**src/rtl/core_pkg.sv**
```systemverilog
// Shared definitions for the MAC array sequencer: FSM state encoding,
// array instruction codes and a small width helper.
package core_pkg;

  typedef enum logic [2:0] {
    IDLE   = 3'd0,
    KLOAD  = 3'd1,
    KFLUSH = 3'd2,
    EXEC   = 3'd3,
    DRAIN  = 3'd4,
    DONE   = 3'd5
  } state_t;

  localparam logic [1:0] INST_IDLE  = 2'b00;
  localparam logic [1:0] INST_KLOAD = 2'b01;
  localparam logic [1:0] INST_EXEC  = 2'b10;

  // Larger of two integers, used when sizing the shared step counter.
  function automatic int max_int(input int a, input int b);
    return (a > b) ? a : b;
  endfunction

endpackage

```
**src/rtl/mac_array_ctrl_step_counter.sv**
```systemverilog
// Loadable down-counter with a terminal-count flag. The sequencer loads
// (duration - 1) on entry to a timed state and leaves when tc is high.
module step_counter #(
  parameter int W = 8
) (
  input  logic         clk,
  input  logic         reset,
  input  logic         load,
  input  logic         en,
  input  logic [W-1:0] load_val,
  output logic [W-1:0] count,
  output logic         tc
);

  // Load takes priority; otherwise count down and stop at zero.
  always_ff @(posedge clk or posedge reset) begin
    if (reset) begin
      count <= '0;
    end else if (load) begin
      count <= load_val;
    end else if (en && (count != '0)) begin
      count <= count - W'(1);
    end
  end

  assign tc = (count == '0);

endmodule

```
**src/rtl/mac_array_ctrl.sv**
```systemverilog
// Sequencer for one systolic MAC array core: streams kernel words then
// activation words out of the input SRAM, drives the array instruction one
// cycle behind each read, and counts finished output vectors.
module mac_array_ctrl
  import core_pkg::*;
#(
  parameter int row       = 8,
  parameter int col       = 8,
  parameter int addr_bw   = 11,
  parameter int cnt_bw    = 11,
  parameter int flush_cyc = 16,
  parameter int drain_max = 64
) (
  input  logic               clk,
  input  logic               reset,
  input  logic               start,
  input  logic [addr_bw-1:0] w_base,
  input  logic [addr_bw-1:0] a_base,
  input  logic [cnt_bw-1:0]  num_act,
  input  logic [col-1:0]     valid,
  output logic               mem_cen,
  output logic               mem_wen,
  output logic [addr_bw-1:0] mem_addr,
  output logic [1:0]         inst_w,
  output logic               busy,
  output logic               done,
  output logic               err,
  output logic [cnt_bw-1:0]  out_cnt
);

  // Wide enough for any state duration, including a full-range num_act.
  localparam int STEP_W = $clog2(max_int(max_int(max_int(col, flush_cyc),
                                                 max_int(drain_max, row)),
                                         1 << cnt_bw)) + 1;

  state_t               state_reg;
  logic [addr_bw-1:0]   w_base_reg;
  logic [addr_bw-1:0]   a_base_reg;
  logic [cnt_bw-1:0]    num_act_reg;

  logic                 step_load;
  logic                 step_en;
  logic [STEP_W-1:0]    step_load_val;
  logic [STEP_W-1:0]    step_count;
  logic                 step_tc;

  // Only the last column's flag marks a completed output vector.
  logic                 unused_valid;
  assign unused_valid = ^valid[col-2:0];

  // The SRAM is only ever read by this block.
  assign mem_wen = 1'b1;

  step_counter #(.W(STEP_W)) u_step (
    .clk      (clk),
    .reset    (reset),
    .load     (step_load),
    .en       (step_en),
    .load_val (step_load_val),
    .count    (step_count),
    .tc       (step_tc)
  );

  // Step counter control: load the next duration on each timed transition,
  // otherwise count down while inside a timed state.
  always_comb begin
    step_load     = 1'b0;
    step_en       = 1'b0;
    step_load_val = '0;
    case (state_reg)
      IDLE: begin
        if (start) begin
          step_load     = 1'b1;
          step_load_val = STEP_W'(col - 1);
        end
      end
      KLOAD: begin
        if (step_tc) begin
          step_load     = 1'b1;
          step_load_val = STEP_W'(flush_cyc - 1);
        end else begin
          step_en = 1'b1;
        end
      end
      KFLUSH: begin
        if (step_tc) begin
          if (num_act_reg != '0) begin
            step_load     = 1'b1;
            step_load_val = STEP_W'(num_act_reg) - STEP_W'(1);
          end
        end else begin
          step_en = 1'b1;
        end
      end
      EXEC: begin
        if (step_tc) begin
          step_load     = 1'b1;
          step_load_val = STEP_W'(drain_max - 1);
        end else begin
          step_en = 1'b1;
        end
      end
      DRAIN: begin
        step_en = !step_tc;
      end
      default: begin
        step_en = 1'b0;
      end
    endcase
  end

  // Main sequencer: state, SRAM read port, instruction, status outputs.
  always_ff @(posedge clk or posedge reset) begin
    if (reset) begin
      state_reg   <= IDLE;
      mem_cen     <= 1'b1;
      mem_addr    <= '0;
      inst_w      <= INST_IDLE;
      busy        <= 1'b0;
      done        <= 1'b0;
      err         <= 1'b0;
      w_base_reg  <= '0;
      a_base_reg  <= '0;
      num_act_reg <= '0;
    end else begin
      // Registered outputs track the state, so the state itself tells us
      // which kind of read is on the bus this cycle; the array sees it next.
      case (state_reg)
        KLOAD:   inst_w <= INST_KLOAD;
        EXEC:    inst_w <= INST_EXEC;
        default: inst_w <= INST_IDLE;
      endcase
      done <= 1'b0;

      case (state_reg)
        IDLE: begin
          if (start) begin
            w_base_reg  <= w_base;
            a_base_reg  <= a_base;
            num_act_reg <= num_act;
            err         <= 1'b0;
            busy        <= 1'b1;
            mem_cen     <= 1'b0;
            mem_addr    <= w_base;
            state_reg   <= KLOAD;
          end
        end
        KLOAD: begin
          if (step_tc) begin
            mem_cen   <= 1'b1;
            state_reg <= KFLUSH;
          end else begin
            mem_addr <= mem_addr + addr_bw'(1);
          end
        end
        KFLUSH: begin
          if (step_tc) begin
            if (num_act_reg == '0) begin
              done      <= 1'b1;
              state_reg <= DONE;
            end else begin
              mem_cen   <= 1'b0;
              mem_addr  <= a_base_reg;
              state_reg <= EXEC;
            end
          end
        end
        EXEC: begin
          if (step_tc) begin
            mem_cen   <= 1'b1;
            state_reg <= DRAIN;
          end else begin
            mem_addr <= mem_addr + addr_bw'(1);
          end
        end
        DRAIN: begin
          // A completion that lands on the last allowed cycle still wins.
          if (out_cnt == num_act_reg) begin
            done      <= 1'b1;
            state_reg <= DONE;
          end else if (step_tc) begin
            err       <= 1'b1;
            done      <= 1'b1;
            state_reg <= DONE;
          end
        end
        DONE: begin
          busy      <= 1'b0;
          state_reg <= IDLE;
        end
        default: begin
          mem_cen   <= 1'b1;
          busy      <= 1'b0;
          state_reg <= IDLE;
        end
      endcase
    end
  end

  // Output vector counter: cleared on an accepted start, counts the last
  // column's valid flag in any busy state, saturating at all-ones.
  always_ff @(posedge clk or posedge reset) begin
    if (reset) begin
      out_cnt <= '0;
    end else if ((state_reg == IDLE) && start) begin
      out_cnt <= '0;
    end else if (busy && valid[col-1] && (out_cnt != '1)) begin
      out_cnt <= out_cnt + cnt_bw'(1);
    end
  end

endmodule

```
**config.mk**
```make
export PLATFORM = sky130hd
export DESIGN_NAME = mac_array_ctrl
export DESIGN_NICKNAME = d
export VERILOG_FILES = /design/src/rtl/core_pkg.sv /design/src/rtl/mac_array_ctrl_step_counter.sv /design/src/rtl/mac_array_ctrl.sv
export SDC_FILE = /design/constraint.sdc
export NUM_CORES = 1
export LEC_CHECK = 0
export CORE_AREA = 2 2 86 88
export DETAILED_ROUTE_END_ITERATION = 10
export DIE_AREA = 0 0 88 90
export PLACE_DENSITY = 0.81
export REMOVE_ABC_BUFFERS = 1
export SLEW_MARGIN = 20
export SYNTH_ARGS = -nofsm -noshare
export SYNTH_HDL_FRONTEND = slang
export SYNTH_SLANG_ARGS = --single-unit
```
**constraint.sdc**
```tcl
create_clock -name clk -period 3.54 [get_ports clk]
set_input_delay 0.354 -clock clk [delete_from_list [all_inputs] [get_ports clk]]
set_output_delay 0.354 -clock clk [all_outputs]
set_load 0.02 [all_outputs]
```
# Word-level counts from Yosys, hierarchy flattened
# Index checks and enable logic that the tools add are counted.
[totals]
reg_bits = 65
inputBits = 44
output_inout_bits = 29
wordCells = 102
[classes]
n_addsub = 4
n_eq_ne = 17
muxes = 44
bitwise = 2
n_reduce_logical = 24
[op_table]
columns = ["op", "n"]
rows = [
  ["2-to-1 mux 11 bit", 6],
  ["2-to-1 mux 12 bit", 4],
  ["one-hot mux 12 bit (4 select lines)", 1],
  ["one-hot mux 11 bit (3 select lines)", 1],
  ["2-to-1 mux 3 bit", 8],
  ["adder 11 x 1 -> 11 bit, second input constant", 2],
  ["inequality test 2 bit, second input constant", 8],
  ["one-hot mux 3 bit (5 select lines)", 1],
  ["AND reduction 5 bit", 3],
  ["2-to-1 mux 1 bit", 14],
  ["zero test 12 bit", 1],
  ["nonzero test 12 bit", 1],
  ["subtractor 11 x 1 -> 12 bit, second input constant", 1],
  ["subtractor 12 x 1 -> 12 bit, second input constant", 1],
  ["equality test 11 bit", 1],
  ["zero test 11 bit", 1],
  ["inequality test 11 bit, second input constant", 1],
  ["nonzero test 11 bit", 1],
  ["one-hot mux 1 bit (2 select lines)", 4],
  ["equality test 3 x 2 -> 1 bit, second input constant", 2],
  ["equality test 3 bit, second input constant", 2],
  ["2-to-1 mux 6 bit", 1],
  ["nonzero test 2 bit", 3],
  ["logical AND 1 bit", 4],
  ["other kinds (16)", 19],
]

# Longest topological paths before layout
[depth]
word_depth = 6
ltp_mapped = 8
depth_no_buf = 7

# By module
# From an unflattened synthesis, not the netlist that was laid out.
[unflattened]
cells_unflattened = 455
area_unflattened_um2 = 3950.0
[by_module_without_submodules]
columns = ["module", "n_inst", "cells_each", "area_each_um2", "seq_area_each_um2"]
rows = [
  ["mac_array_ctrl", 1, 373, 3158.0, 1327.5],
  ["step_counter", 1, 82, 792.0, 300.3],
]

# Worst setup path after synthesis
# No wires, ideal clock.
[synth_timing]
path_type = "register to register"
from = "reg num_act_reg[0]"
to = "reg mem_addr[0]"
setup_ns = 0.125
arrival_ns = 2.152
slack_ns = 1.263
stages_incl_launch_ff = 9
n_path_buf = 1
synth_period_minus_slack_ns = 2.277
path_cell_list = "dfrtp_1 -> inv_1 -> ha_1 -> or3b_2 -> nor4b_4 -> o21ai_2 -> and2_1 -> buf_6 -> mux2_4"
[synth_via]
elab_chain_cells = 3
[synth_lines]
columns = ["item", "line", "source"]
rows = [
  ["start: declaration", "mac_array_ctrl.sv:39", "logic [cnt_bw-1:0] num_act_reg;"],
  ["start signal: assignment", "mac_array_ctrl.sv:140", "num_act_reg <= num_act;"],
  ["zero test 11 bit", "mac_array_ctrl.sv:158", "if (num_act_reg == '0) begin"],
  ["inequality test 2 bit (no line)", "n/a", ""],
  ["AND reduction 5 bit (no line)", "n/a", ""],
  ["end signal: assignment", "mac_array_ctrl.sv:153", "mem_addr <= mem_addr + addr_bw'(1);"],
  ["end signal: assignment", "mac_array_ctrl.sv:163", "mem_addr <= a_base_reg;"],
  ["end signal: assignment", "mac_array_ctrl.sv:173", "mem_addr <= mem_addr + addr_bw'(1);"],
  ["end: declaration", "mac_array_ctrl.sv:23", "output logic [addr_bw-1:0] mem_addr,"],
]
# Every way passes these cells.
# A chain may end at the register's enable or synchronous reset.

# Worst setup path after layout
[layout_timing]
from = "reg u_step.count[0]"
to = "reg mem_addr[2]"
[layout_via]
elab_chain_cells = 3
[layout_lines]
columns = ["item", "line", "source"]
rows = [
  ["start: declaration", "mac_array_ctrl_step_counter.sv:11", "output logic [W-1:0] count,"],
  ["start signal: assignment", "mac_array_ctrl_step_counter.sv:20", "count <= load_val;"],
  ["start signal: assignment", "mac_array_ctrl_step_counter.sv:22", "count <= count - W'(1);"],
  ["zero test 12 bit *", "mac_array_ctrl_step_counter.sv:26", "assign tc = (count == '0);"],
  ["inequality test 2 bit (no line)", "n/a", ""],
  ["AND reduction 5 bit (no line) *", "n/a", ""],
  ["end signal: assignment", "mac_array_ctrl.sv:144", "mem_addr <= w_base;"],
  ["end signal: assignment", "mac_array_ctrl.sv:153", ""],
  ["end signal: assignment", "mac_array_ctrl.sv:163", ""],
]
# Mark *: on every way between the ends. The rest lies on a longest branch, timed or not.

==> reports/results.tsv <==
metric	value	unit
status	finished, final reports clean	
clock skew	9.24	ps
max FFs per register	12	
Worst Path Buf+Inv	2	
top-count cell post-synth	nand2_1	
largest net degree at the start of global routing	35	
Die Wd	88	µm
Syn-to-layout area delta	23.1	%
met2 usage	41.5	%
FP Rows	31	
setup slack, reg-to-reg	840	ps
RSZ-0062 raised after global routing	false	
Sink Count	65	
Simple-Gate Fraction of Synth Area	27.9	%
FF+latch count, synth	65	
Reg2Reg Launch Point	u_step.count[0]	
crit path DAT	2940	ps
critical path class	reg2reg	
Worst Hold Class	in2async	
CTS H-Tree Depth	3	
Overflow after GRT	0	
first-pass GRT wire length	17200	µm
leakage	2.19	nW
post-cts sizing count	0	
GR Util met3	5.88	%
WL final	10200	µm
I/O Pins	73	
Critical Path RT	3780	ps
Yosys warnings	0	
largest family of logic cells by synthesized area	simple AND/OR/NAND/NOR gates	
design area	4820	µm²
P_sw	504	µW
Final nets	566	
Power Density	363	nW/µm²
Final min period	2700	ps
initial DRC count	367	
Seq pwr share	47.9	%
synth cell count leaders	nand2_1, dfrtp_1, nor2_1, a21oi_1, o21ai_0	
via count	3749	
Slew headroom	56.7	%
CP cell instances	inv_1 > ha_1 > nor4b_1 > buf_4 > nand4_1 > o21ai_2 > and2_1 > mux2_4	
fraction of layout instances using a drive strength above 1	8.24	%
fin crit share	76.4	%
Post-DP HPWL	7260	µm
die height	90	µm
vias per cell	6.04	
placed instance area	4630	µm²
Initial Util	55.8	%
routed length per instance	16.5	µm
n_diodes	0	
grt met1 use	36.2	%
largest cells by area after synthesis	dfrtp_1, nand2_1, a21oi_1	
Final Hold Viols	0	
worst slew pin tran	644	ps
# Max-Cap Violations	0	
Final Setup Violations	0	
post-synthesis sequential area ratio	41.5	%
cts hold-fix bufs	0	
adder-cell area share of the yosys netlist	1.60	%
gr usage total	27.1	%
TritonCTS Buffers	9	
worst-case reg-to-reg path depth	8	
Peak VDD IR	0.448	mV
Root Buffer	clkbuf_8	
distinct cell type count after synthesis	63	
Internal	1.25	mW
Synth top area share	40.9	%
clk_lat worst skew	350	ps
Crit path largest cell delay	480	ps
R2R Path End	mem_addr[2]	
Avg Cell Area, Syn	8.52	µm²
Gate power share	16.0	%
EDFF count, synth	0	
Routed Antenna Nets	0	
drc violations	0	
fmax	370	MHz
Critical Path Source Type	flip-flop	
CTS tree	built	
Worst Setup End Kind	flip-flop	
max-slew violations	0	
initial antenna violation count	0	
Yosys top cell by area	dfrtp_1	
top_reg_cell synth	dfrtp_1	
Die Area	7920	µm²
CTS clk-pin slew, worst paths	80	ps
cell count after synthesis	460	
CTS Buffer Depth	2	
FILL cells	560	
Synth Area in Compound Gates	17.2	%
asr flop ratio synth	100	%
setup TNS	0	ps
DRT Pass-1 Iters	5	
switch share	28.8	%
Largest Register	u_step.count	
Port Buffers	64	
setup bufs post-CTS	0	
Post-Synth XOR/XNOR Area	6.26	%
worst-path fanout max	9	
Most Used Layer, Global Route	met2	
Top delay family on crit path	simple AND/OR/NAND/NOR gates	
Max stage delay cell, worst path	and2_1	
Synth Cell Area	3920	µm²
mux share of post-synthesis cell area	1.53	%
RD Place Congestion	0.923	
core area	7020	µm²
Clock power frac	36.1	%
vias in the first global route	3637	
layout make-up:
class / instances / area [µm²] / area share (%)
multi-input cells: 360 / 2140 / 44.3
flip-flops and latches: 65 / 1630 / 33.7
repair buffers: 73 / 708 / 14.7
clock buffers: 10 / 128 / 2.65
well taps: 99 / 124 / 2.57
clock inverters: 6 / 68.8 / 1.43
inverters: 8 / 30.0 / 0.622
cells by family after synthesis:
| kind of cell | Yosys count |
|---|---|
| and+or+nand+nor | 216 |
| other | 1 |
| muxes | 4 |
| xor gates and xnor gates | 28 |
| adders and majority gates | 5 |
| buffers and inverters | 35 |
| AOI/OAI and AO/OA | 106 |
| DFF | 65 |
cells in the final DEF, fill, tap and decap left out, types with 7 or more instances in the layout:
| cell type | count |
|---|---|
| nor4_1 | 9 |
| clkdlybuf4s50_1 | 64 |
| inv_1 | 7 |
| o21ai_0 | 27 |
| nor3_1 | 11 |
| nor2_1 | 36 |
| a21oi_1 | 34 |
| xnor2_1 | 11 |
| nand2_1 | 90 |
| o22ai_1 | 8 |
| dfrtp_1 | 64 |
| clkbuf_8 | 9 |
| buf_4 | 9 |
| nand3_1 | 15 |
| xor2_1 | 17 |
| and3_1 | 8 |
through the flow:
stage	worst slack [ps]	utilization, %	hold WS, ps	power, mW	std cells
after floorplan	1120	-	438	0.984	433
after global placement	950	65.9	459	1.13	605
after detailed placement	907	65.9	461	1.13	605
after CTS	887	68.7	388	1.76	621
after global routing	640	68.7	426	1.83	621
final	836	68.7	374	1.75	621
power by group through the flow:
| stage | combinational, mW | clock (mW) | sequential, mW |
|---|---|---|---|
| 6_report | 0.280 | 0.634 | 0.840 |
| 5_1_grt | 0.311 | 0.671 | 0.847 |
| 4_1_cts | 0.283 | 0.636 | 0.840 |
| 3_5_place_dp | 0.281 | 0 | 0.853 |
| 3_3_place_gp | 0.275 | 0 | 0.854 |
| 2_1_floorplan | 0.106 | 0 | 0.878 |
per-layer routing:
layer,share of wire [%],vias up
li1,-,1756
met1,43,1796
met2,48,179
met3,7.5,18
met4,1.8,0
met5,0,-
worst max-delay path by stage:
stage	startpoint	to	slack (ps)	cells after the start
2_1_floorplan	u_step.count[0]	u_step.count[11]	1120	7
3_3_place_gp	u_step.count[0]	mem_addr[5]	950	8
3_5_place_dp	u_step.count[0]	mem_addr[2]	910	8
4_1_cts	u_step.count[0]	mem_addr[2]	890	8
5_1_grt	u_step.count[0]	mem_addr[2]	640	8
6_report	u_step.count[0]	mem_addr[2]	840	8
worst reg2reg max path, stage by stage (launching register included):
cell and delay (ps):
dfrtp_1 380, inv_1 130, ha_1 180, nor4b_1 290, buf_4 200, nand4_1 200, o21ai_2 390, and2_1 480
mux2_4 340
Note: power is estimated with default switching activity, not from simulation.
